$ cat src/rtl/keypad_pkg.sv
// Shared state type and index helpers for the matrix-keypad scanner.
package keypad_pkg;

    typedef enum logic [1:0] {
        SCAN    = 2'd0,
        PRESS   = 2'd1,
        HELD    = 2'd2,
        RELEASE = 2'd3
    } scan_state_t;

    function automatic int unsigned key_code_of(input int unsigned row,
                                                input int unsigned col,
                                                input int unsigned ncols);
        return row * ncols + col;
    endfunction

    // Advances the strobed column one place, wrapping the last column back to 0.
    function automatic int unsigned rotate_col(input int unsigned col,
                                               input int unsigned ncols);
        return (col + 32'd1 >= ncols) ? 32'd0 : col + 32'd1;
    endfunction

endpackage

$ cat src/rtl/keypad_scanner_tick_gen.sv
// Scan-tick generator: one-clk pulse every TICK_DIV cycles, first one TICK_DIV cycles after reset.
module scan_tick_gen #(
    parameter int TICK_DIV = 5
) (
    input  logic clk,
    input  logic reset,
    output logic o_tick
);
    localparam int TW = (TICK_DIV > 1) ? $clog2(TICK_DIV) : 1;

    logic [TW-1:0] r_cnt;

    always_ff @(posedge clk or posedge reset) begin
        if (reset) begin
            r_cnt <= '0;
        end else if (o_tick) begin
            r_cnt <= '0;
        end else begin
            r_cnt <= r_cnt + TW'(1);
        end
    end

    assign o_tick = (r_cnt == TW'(TICK_DIV - 1));

endmodule

$ cat src/rtl/keypad_scanner.sv
// Matrix-keypad scanner: strobes columns, locks on and debounces one key, reports it once.
// Build option KEYSCAN_DEBOUNCE_EN enables multi-tick debounce; otherwise presses commit in one tick.
module keypad_scanner
    import keypad_pkg::*;
#(
    parameter  int NCOLS          = 4,
    parameter  int NROWS          = 4,
    parameter  int TICK_DIV       = 5,
    parameter  int DEBOUNCE_TICKS = 4,
    parameter  int SYNC_STAGES    = 2,
    localparam int RW  = (NROWS > 1) ? $clog2(NROWS) : 1,
    localparam int CIW = $clog2(NCOLS),
    localparam int CW  = $clog2(NROWS * NCOLS)
) (
    input  logic             clk,
    input  logic             reset,
    input  logic [NROWS-1:0] row_in,
    output logic [NCOLS-1:0] col_out,
    output logic             key_valid,
    output logic [RW-1:0]    key_row,
    output logic [CIW-1:0]   key_col,
    output logic [CW-1:0]    key_code,
    output logic             key_held
);
    scan_state_t                       r_state;
    logic [SYNC_STAGES-1:0][NROWS-1:0] r_sync;
    logic [NROWS-1:0]                  w_rows_s;
    logic                              w_tick;
    logic [NCOLS-1:0]                  r_col_out;
    logic [CIW-1:0]                    r_col_idx;
    logic [CIW-1:0]                    w_next_idx;
    logic [RW-1:0]                     r_cand_row;
    logic [RW-1:0]                     w_low_row;
    logic [RW-1:0]                     r_key_row;
    logic [CIW-1:0]                    r_key_col;
    logic [CW-1:0]                     r_key_code;
    logic [CW-1:0]                     w_code_low;
    logic [CW-1:0]                     w_code_cand;
    logic                              r_key_valid;
    logic                              r_key_held;
    logic                              w_enter_done;
    logic                              w_step_done;

    scan_tick_gen #(.TICK_DIV(TICK_DIV)) u_tick (
        .clk    (clk),
        .reset  (reset),
        .o_tick (w_tick)
    );

    always_ff @(posedge clk or posedge reset) begin
        if (reset) begin
            r_sync <= '0;
        end else begin
            r_sync <= {r_sync[SYNC_STAGES-2:0], row_in};
        end
    end

    assign w_rows_s = r_sync[SYNC_STAGES-1];

    // Lowest asserted row wins when several keys share the strobed column.
    always_comb begin
        w_low_row = '0;
        for (int i = NROWS - 1; i >= 0; i--) begin
            if (w_rows_s[i]) begin
                w_low_row = RW'(i);
            end
        end
    end

    assign w_next_idx  = CIW'(rotate_col(32'(r_col_idx), NCOLS));
    assign w_code_low  = CW'(key_code_of(32'(w_low_row), 32'(r_col_idx), NCOLS));
    assign w_code_cand = CW'(key_code_of(32'(r_cand_row), 32'(r_col_idx), NCOLS));

`ifdef KEYSCAN_DEBOUNCE_EN
    localparam int DBW = $clog2(DEBOUNCE_TICKS + 1);

    logic [DBW-1:0] r_dbc;
    logic           w_dbc_load;
    logic           w_dbc_inc;

    assign w_dbc_load = w_tick && (((r_state == SCAN) && (w_rows_s != '0)) ||
                                   ((r_state == HELD) && !w_rows_s[r_key_row]));
    assign w_dbc_inc  = w_tick && (((r_state == PRESS) && w_rows_s[r_cand_row]) ||
                                   ((r_state == RELEASE) && !w_rows_s[r_key_row]));
    assign w_enter_done = (DEBOUNCE_TICKS == 1);
    assign w_step_done  = (int'(r_dbc) + 1 >= DEBOUNCE_TICKS);

    always_ff @(posedge clk or posedge reset) begin
        if (reset) begin
            r_dbc <= '0;
        end else if (w_dbc_load) begin
            r_dbc <= DBW'(1);
        end else if (w_dbc_inc) begin
            r_dbc <= r_dbc + DBW'(1);
        end
    end
`else
    // Every legal DEBOUNCE_TICKS collapses to a single-tick commit in this build.
    assign w_enter_done = (DEBOUNCE_TICKS >= 1);
    assign w_step_done  = 1'b1;
`endif

    always_ff @(posedge clk or posedge reset) begin
        if (reset) begin
            r_state     <= SCAN;
            r_col_out   <= NCOLS'(1);
            r_col_idx   <= '0;
            r_cand_row  <= '0;
            r_key_valid <= 1'b0;
            r_key_row   <= '0;
            r_key_col   <= '0;
            r_key_code  <= '0;
            r_key_held  <= 1'b0;
        end else begin
            r_key_valid <= 1'b0;
            if (w_tick) begin
                case (r_state)
                    SCAN: begin
                        if (w_rows_s == '0) begin
                            r_col_idx <= w_next_idx;
                            r_col_out <= NCOLS'(1) << w_next_idx;
                        end else if (w_enter_done) begin
                            r_key_row   <= w_low_row;
                            r_key_col   <= r_col_idx;
                            r_key_code  <= w_code_low;
                            r_key_valid <= 1'b1;
                            r_key_held  <= 1'b1;
                            r_state     <= HELD;
                        end else begin
                            r_cand_row <= w_low_row;
                            r_state    <= PRESS;
                        end
                    end
                    PRESS: begin
                        if (!w_rows_s[r_cand_row]) begin
                            r_col_idx <= w_next_idx;
                            r_col_out <= NCOLS'(1) << w_next_idx;
                            r_state   <= SCAN;
                        end else if (w_step_done) begin
                            r_key_row   <= r_cand_row;
                            r_key_col   <= r_col_idx;
                            r_key_code  <= w_code_cand;
                            r_key_valid <= 1'b1;
                            r_key_held  <= 1'b1;
                            r_state     <= HELD;
                        end
                    end
                    HELD: begin
                        if (!w_rows_s[r_key_row]) begin
                            if (w_enter_done) begin
                                r_key_held <= 1'b0;
                                r_col_idx  <= w_next_idx;
                                r_col_out  <= NCOLS'(1) << w_next_idx;
                                r_state    <= SCAN;
                            end else begin
                                r_state <= RELEASE;
                            end
                        end
                    end
                    RELEASE: begin
                        if (w_rows_s[r_key_row]) begin
                            r_state <= HELD;
                        end else if (w_step_done) begin
                            r_key_held <= 1'b0;
                            r_col_idx  <= w_next_idx;
                            r_col_out  <= NCOLS'(1) << w_next_idx;
                            r_state    <= SCAN;
                        end
                    end
                    default: begin
                        r_state   <= SCAN;
                        r_col_idx <= '0;
                        r_col_out <= NCOLS'(1);
                    end
                endcase
            end
        end
    end

    assign col_out   = r_col_out;
    assign key_valid = r_key_valid;
    assign key_row   = r_key_row;
    assign key_col   = r_key_col;
    assign key_code  = r_key_code;
    assign key_held  = r_key_held;

endmodule

$ cat config.mk
export PLATFORM = sky130hd
export DESIGN_NAME = keypad_scanner
export DESIGN_NICKNAME = d
export VERILOG_FILES = /design/src/rtl/keypad_pkg.sv /design/src/rtl/keypad_scanner_tick_gen.sv /design/src/rtl/keypad_scanner.sv
export SDC_FILE = /design/constraint.sdc
export NUM_CORES = 1
export LEC_CHECK = 0
export ABC_AREA = 0
export BUFFER_PORTS_ARGS = -buffer_cell sky130_fd_sc_hd__buf_4
export CORE_MARGIN = 1.5
export CORE_UTILIZATION = 55
export CTS_BUF_LIST = sky130_fd_sc_hd__clkbuf_16
export DETAILED_ROUTE_END_ITERATION = 8
export GPL_TIMING_DRIVEN = 0
export PLACE_DENSITY = 0.81
export SKIP_CTS_REPAIR_TIMING = 1
export SYNTH_ARGS = -nofsm -noshare
export SYNTH_HDL_FRONTEND = slang
export SYNTH_SLANG_ARGS = --single-unit
$ cat constraint.sdc
create_clock -name clk -period 2.6 [get_ports clk]
set_input_delay 0.52 -clock clk [delete_from_list [all_inputs] [get_ports clk]]
set_output_delay 0.52 -clock clk [all_outputs]
set_load 0.005 [all_outputs]
After elaboration in Yosys (flattened, before gate mapping)
Index checks and enable logic that the tools add are counted.

word-level totals
  word-level logic and storage cells = 73
  register bits = 29
  input bits = 6
  output and inout port bits = 14

operators by class
  equal/unequal tests = 10
  add/subtract/negate cells = 3
  mux-type cells = 38
  reduce and logical (&&, ||, !) cells = 8
  magnitude comparators = 2
  shift-type cells = 1

operator list
  operator               count
  $mux W2                16
  $mux W4                5
  $ne A2 B2 Y1 const B   6
  $pmux W4 S3            1
  $reduce_and A4 Y1      3
  $pmux W2 S2            2
  $pmux W2 S4            1
  $pmux W4 S2            1
  $mux W1                7
  $pmux W2 S3            1
  $add A4 B2 Y4          1
  $eq A2 B2 Y1 const B   2
  $logic_not A4 Y1       1
  $shl A1 B2 Y4 const A  1
  $add A2 B1 Y3 const B  1
  $add A3 B1 Y3 const B  1
  $eq A3 B3 Y1 const B   1
  $ge A3 B3 Y1 const B   1
  $lt A2 B3 Y1 const B   1
  $mux W3                1
  $pmux W1 S3            1
  $reduce_and A3 Y1      1
  $bmux W1 S2            1
  $eq A2 B1 Y1 const B   1
  4 further kinds        4

Depth between registers and ports, before layout
  depth after elaboration = 7
  depth in mapped cells = 5
  gate-level depth less buffers = 5

By module
From an unflattened synthesis, not the netlist that was laid out.

second synthesis, totals
  cell total of the unflattened synthesis = 69
  area, all modules = 967.2 um^2

by module, submodules not included
  module          area an instance (um^2)  sequential area each (um^2)  instances  cells an instance
  keypad_scanner  827.0                    501.7                        1          57
  scan_tick_gen   140.1                    75.1                         1          12

Worst setup path after synthesis
OpenSTA, ideal clock, no wires.

  kind = register to register
  from = reg u_tick.r_cnt[0]
  to = reg r_col_out[1], in the netlist col_out[1]
  library setup time = 0.125 ns
  buffers on the path = 0
  clock period less this slack = 1.628 ns
  data required time = 2.475 ns
  cell stages (with the launch flop) = 6
  arrival = 1.504 ns
  slack = 0.972 ns
  cells stage by stage = dfrtp_1 -> inv_1 -> ha_1 -> nand2_1 -> nor4_4 -> mux2_2

on the way
  word-level cells in the longest chain between the ends = 2

RTL lines
  what                         RTL line                       text
  from (decl)                  keypad_scanner_tick_gen.sv:11  logic [TW-1:0] r_cnt;
  from (signal assigned)       keypad_scanner_tick_gen.sv:19  r_cnt <= r_cnt + TW'(1);
  $eq A3 B3 Y1                 keypad_scanner_tick_gen.sv:23  assign o_tick = (r_cnt == TW'(TICK_DIV - 1));
  $reduce_and A4 Y1 (no line)  --
  to (signal assigned)         keypad_scanner.sv:121          r_col_out <= NCOLS'(1) << w_next_idx;
  to (signal assigned)         keypad_scanner.sv:137          r_col_out <= NCOLS'(1) << w_next_idx;
  to (signal assigned)         keypad_scanner.sv:153          r_col_out <= NCOLS'(1) << w_next_idx;
  to (decl)                    keypad_scanner.sv:29           logic [NCOLS-1:0] r_col_out;

No other way between the ends.
A chain may end at the register's enable or synchronous reset.

Final worst setup path
  from = reg r_key_row[0], in the netlist key_row[0]
  to = reg r_col_idx[0]

on the way
  word-level cells in the longest chain between the ends = 4

RTL lines
  what                           RTL line                                      text
  from (decl)                    keypad_scanner.sv:34                          logic [RW-1:0] r_key_row;
  from (signal assigned)         keypad_scanner.sv:123                         r_key_row <= w_low_row;
  from (signal assigned)         keypad_scanner.sv:140                         r_key_row <= r_cand_row;
  $bmux W1 S2                    keypad_scanner.sv:149, keypad_scanner.sv:161
  $mux W1 (not written as such)  keypad_scanner.sv:149, keypad_scanner.sv:161
  $ne A2 B2 Y1 (no line)         --
  $reduce_and A4 Y1 (no line)    --
  to (signal assigned)           keypad_scanner.sv:136                         r_col_idx <= w_next_idx;
  to (signal assigned)           keypad_scanner.sv:152                         r_col_idx <= w_next_idx;
  to (signal assigned)           keypad_scanner.sv:165                         r_col_idx <= w_next_idx;
  to (decl)                      keypad_scanner.sv:30                          logic [CIW-1:0] r_col_idx;

No other way between the ends. The select of a mux whose other input is x is not followed.

==> impl_metrics.tcl <==
set metrics [dict create \
    status "completed" \
    worst-path-max-fanout 6 \
    start_kind "flop" \
    fin_util 0.768 \
    max-cap-violations 0 \
    worst_pin_slew_ns 0.836 \
    dp_hpwl_um 984 \
    routed_wl_mm 1.43 \
    synth_ff_type "dfrtp_1" \
    die_x_um 45.0 \
    rsz0062_at_grt "no" \
    synth_seq_area_share 0.596 \
    fmax_mhz 541 \
    fillers 102 \
    viasPerCell 5.10 \
    core-area_um2 1580 \
    pin_count 20 \
    gp_congestion 0.816 \
    final_antenna_net_count 0 \
    synth_edf_count 0 \
    cp_data_required_time_ns 2.73 \
    vias 561 \
    slew_violations 0 \
    grt_pass1_wl_mm 2.47 \
    endpoint_kind "flop" \
    worstHoldPathType "reg2reg" \
    antenna_found_initial 0 \
    syn_nets 84 \
    start_util 0.614 \
    finalHoldWorstSlack_ns 0.348 \
    period_share 0.710 \
    clock_path_buffers 2 \
    setup_ws_ns 0.753 \
    finalSetupViolations 0 \
    dp.cells 106 \
    maxSlewHeadroom 0.442 \
    dr.first_iter.drc_count 13 \
    finalSetupTns_ns 0 \
    multiInputGateArea_um2 339 \
    yosysWarnings 0 \
    yosysTopAreaCell "dfrtp_1" \
    overflow 0 \
    seq_area_um2 577 \
    design_area_um2 1210 \
    cts_sinks 23 \
    cts_made_buffers 3 \
    cts_tree "built" \
    clkLatencyLatePin_ns 0.25 \
    portBuffers 19 \
    ys_types 17 \
    clk_pin_slew_ns 0.06 \
    drc 0 \
    synthArstFlopShare 1.00 \
    syn_inst 71 \
    fin_skew_ns 0.00160 \
    nets 108 \
    grt_use_total 0.178 \
    stdcell_count 110 \
    ys_top_cells_by_count "dfrtp_1 (22), mux2_2 (9), ha_1 (7)" \
    fp.dieArea_um2 2020 \
    cp.arrival_ns 1.98 \
    htree_levels 1 \
    drtPass1Iterations 3 \
    placed_area_um2 1130 \
    synth_top_area_share 0.568 \
    hold_viol_final 0 \
    wl_per_cell_um 13.0 \
    synth.most_common_cell "dfrtp_1" \
    diodes 0 \
    syn_area_um2 968 \
    grt_max_degree 24 \
    worst-setup-path-type "reg2reg" \
    dp_slack_ns 0.779 \
    drive_gt1_frac 0.404 \
    synthTopCellsByArea "dfrtp_1 (57%), mux2_2 (10%), ha_1 (9.0%)" \
    fp.dieH_um 45.0 \
    area_delta_synth_final_pct 25.1 \
    p_total_mw 1.38 \
    p_per_area_nw_per_um2 1140 \
    ir_drop_v 0.000818 \
    grt_pass1_vias 533 \
    rows 14 \
    power_leakage_nw 0.612 \
    finalCriticalPeriod_ns 1.85 \
    yosys_register_bits 23 \
    cts-root-buf "clkbuf_16" \
    syn_area_per_cell_um2 13.6 \
]
[sequential cells by signal, indices dropped and copies added (netlist names)]
register and flops:
col_out 4, key_row 2, r_sync 4, u_tick.r_cnt 3, key_col 1, key_valid 1
w_rows_s 4, key_code 1, r_col_idx 2, key_held 1
[path summary, 6_finish.rpt]
path                                                  to  depth (start not counted)  slack [ns]              startpoint
max in group asynchronous            key_valid$_DFF_PP0_                          2        1.64                   reset
worst min-delay path               w_rows_s[0]$_DFF_PP0_                          0        0.35     r_sync[0]$_DFF_PP0_
worst min register to register     w_rows_s[0]$_DFF_PP0_                          0        0.35     r_sync[0]$_DFF_PP0_
min in group asynchronous          w_rows_s[3]$_DFF_PP0_                          2        0.44                   reset
worst max register to register  r_col_idx[0]$_DFFE_PP0P_                          4        0.75  key_row[0]$_DFFE_PP0P_
worst max-delay path            r_col_idx[0]$_DFFE_PP0P_                          4        0.75  key_row[0]$_DFFE_PP0P_
[layer usage]
layer  up-vias  part of all wire  global-route usage
met3         2             0.043              0.0480
li1        277                 -                   -
met2        16              0.49               0.271
met5         -                 0                   0
met4         0             0.010              0.0941
met1       266              0.46               0.233
[layout by cell type (no fill, tap or decap), drive strengths merged]
cell type / Yosys / layout
a21oi: 3 / 3
and2b: 1 / 1
buf: 4 / 23
clkbuf: 0 / 3
clkinv: 0 / 1
dfrtp: 22 / 22
dfstp: 1 / 1
ha: 7 / 7
inv: 6 / 6
mux2: 9 / 9
mux2i: 4 / 4
nand2: 2 / 2
nand2b: 2 / 2
nor2: 5 / 5
nor3: 1 / 1
nor3b: 1 / 1
nor4: 1 / 1
o21ai: 1 / 1
o32a: 1 / 1
[final cells by class]
cell class / count / area share
clock buffers: 3 / 0.0620
multi-input cells: 38 / 0.280
clock inverters: 1 / 0.00413
well taps: 16 / 0.0165
flip-flops and latches: 23 / 0.476
repair buffers: 19 / 0.118
plain buffers: 4 / 0.0248
inverters: 6 / 0.0186
[critical path, stage by stage, from the launching register on]
cell and delay, ns:
dfrtp_1 0.45, mux2i_1 0.29, nor3b_1 0.11, nor4_4 0.46
mux2_2 0.41
[report_power, final]
group | internal [mW] | switching (mW) | total [mW]
logic | 0.326 | 0.185 | 0.511
clock network | 0.206 | 0.112 | 0.318
registers | 0.453 | 0.0956 | 0.549
total | 0.985 | 0.393 | 1.38
[logic make-up (layout without fill, tap and decap cells)]
group                      count (synthesis)  after routing  share of synthesized area
DFF                                       23             23                      0.596
and+or+nand+nor                           13             13                     0.0827
adders and majority gates                  7              7                     0.0904
buffers and inverters                     10             33                     0.0543
AOI/OAI and AO/OA                          5              5                     0.0310
muxes                                     13             13                      0.146
(Power assumes the default switching activity.)
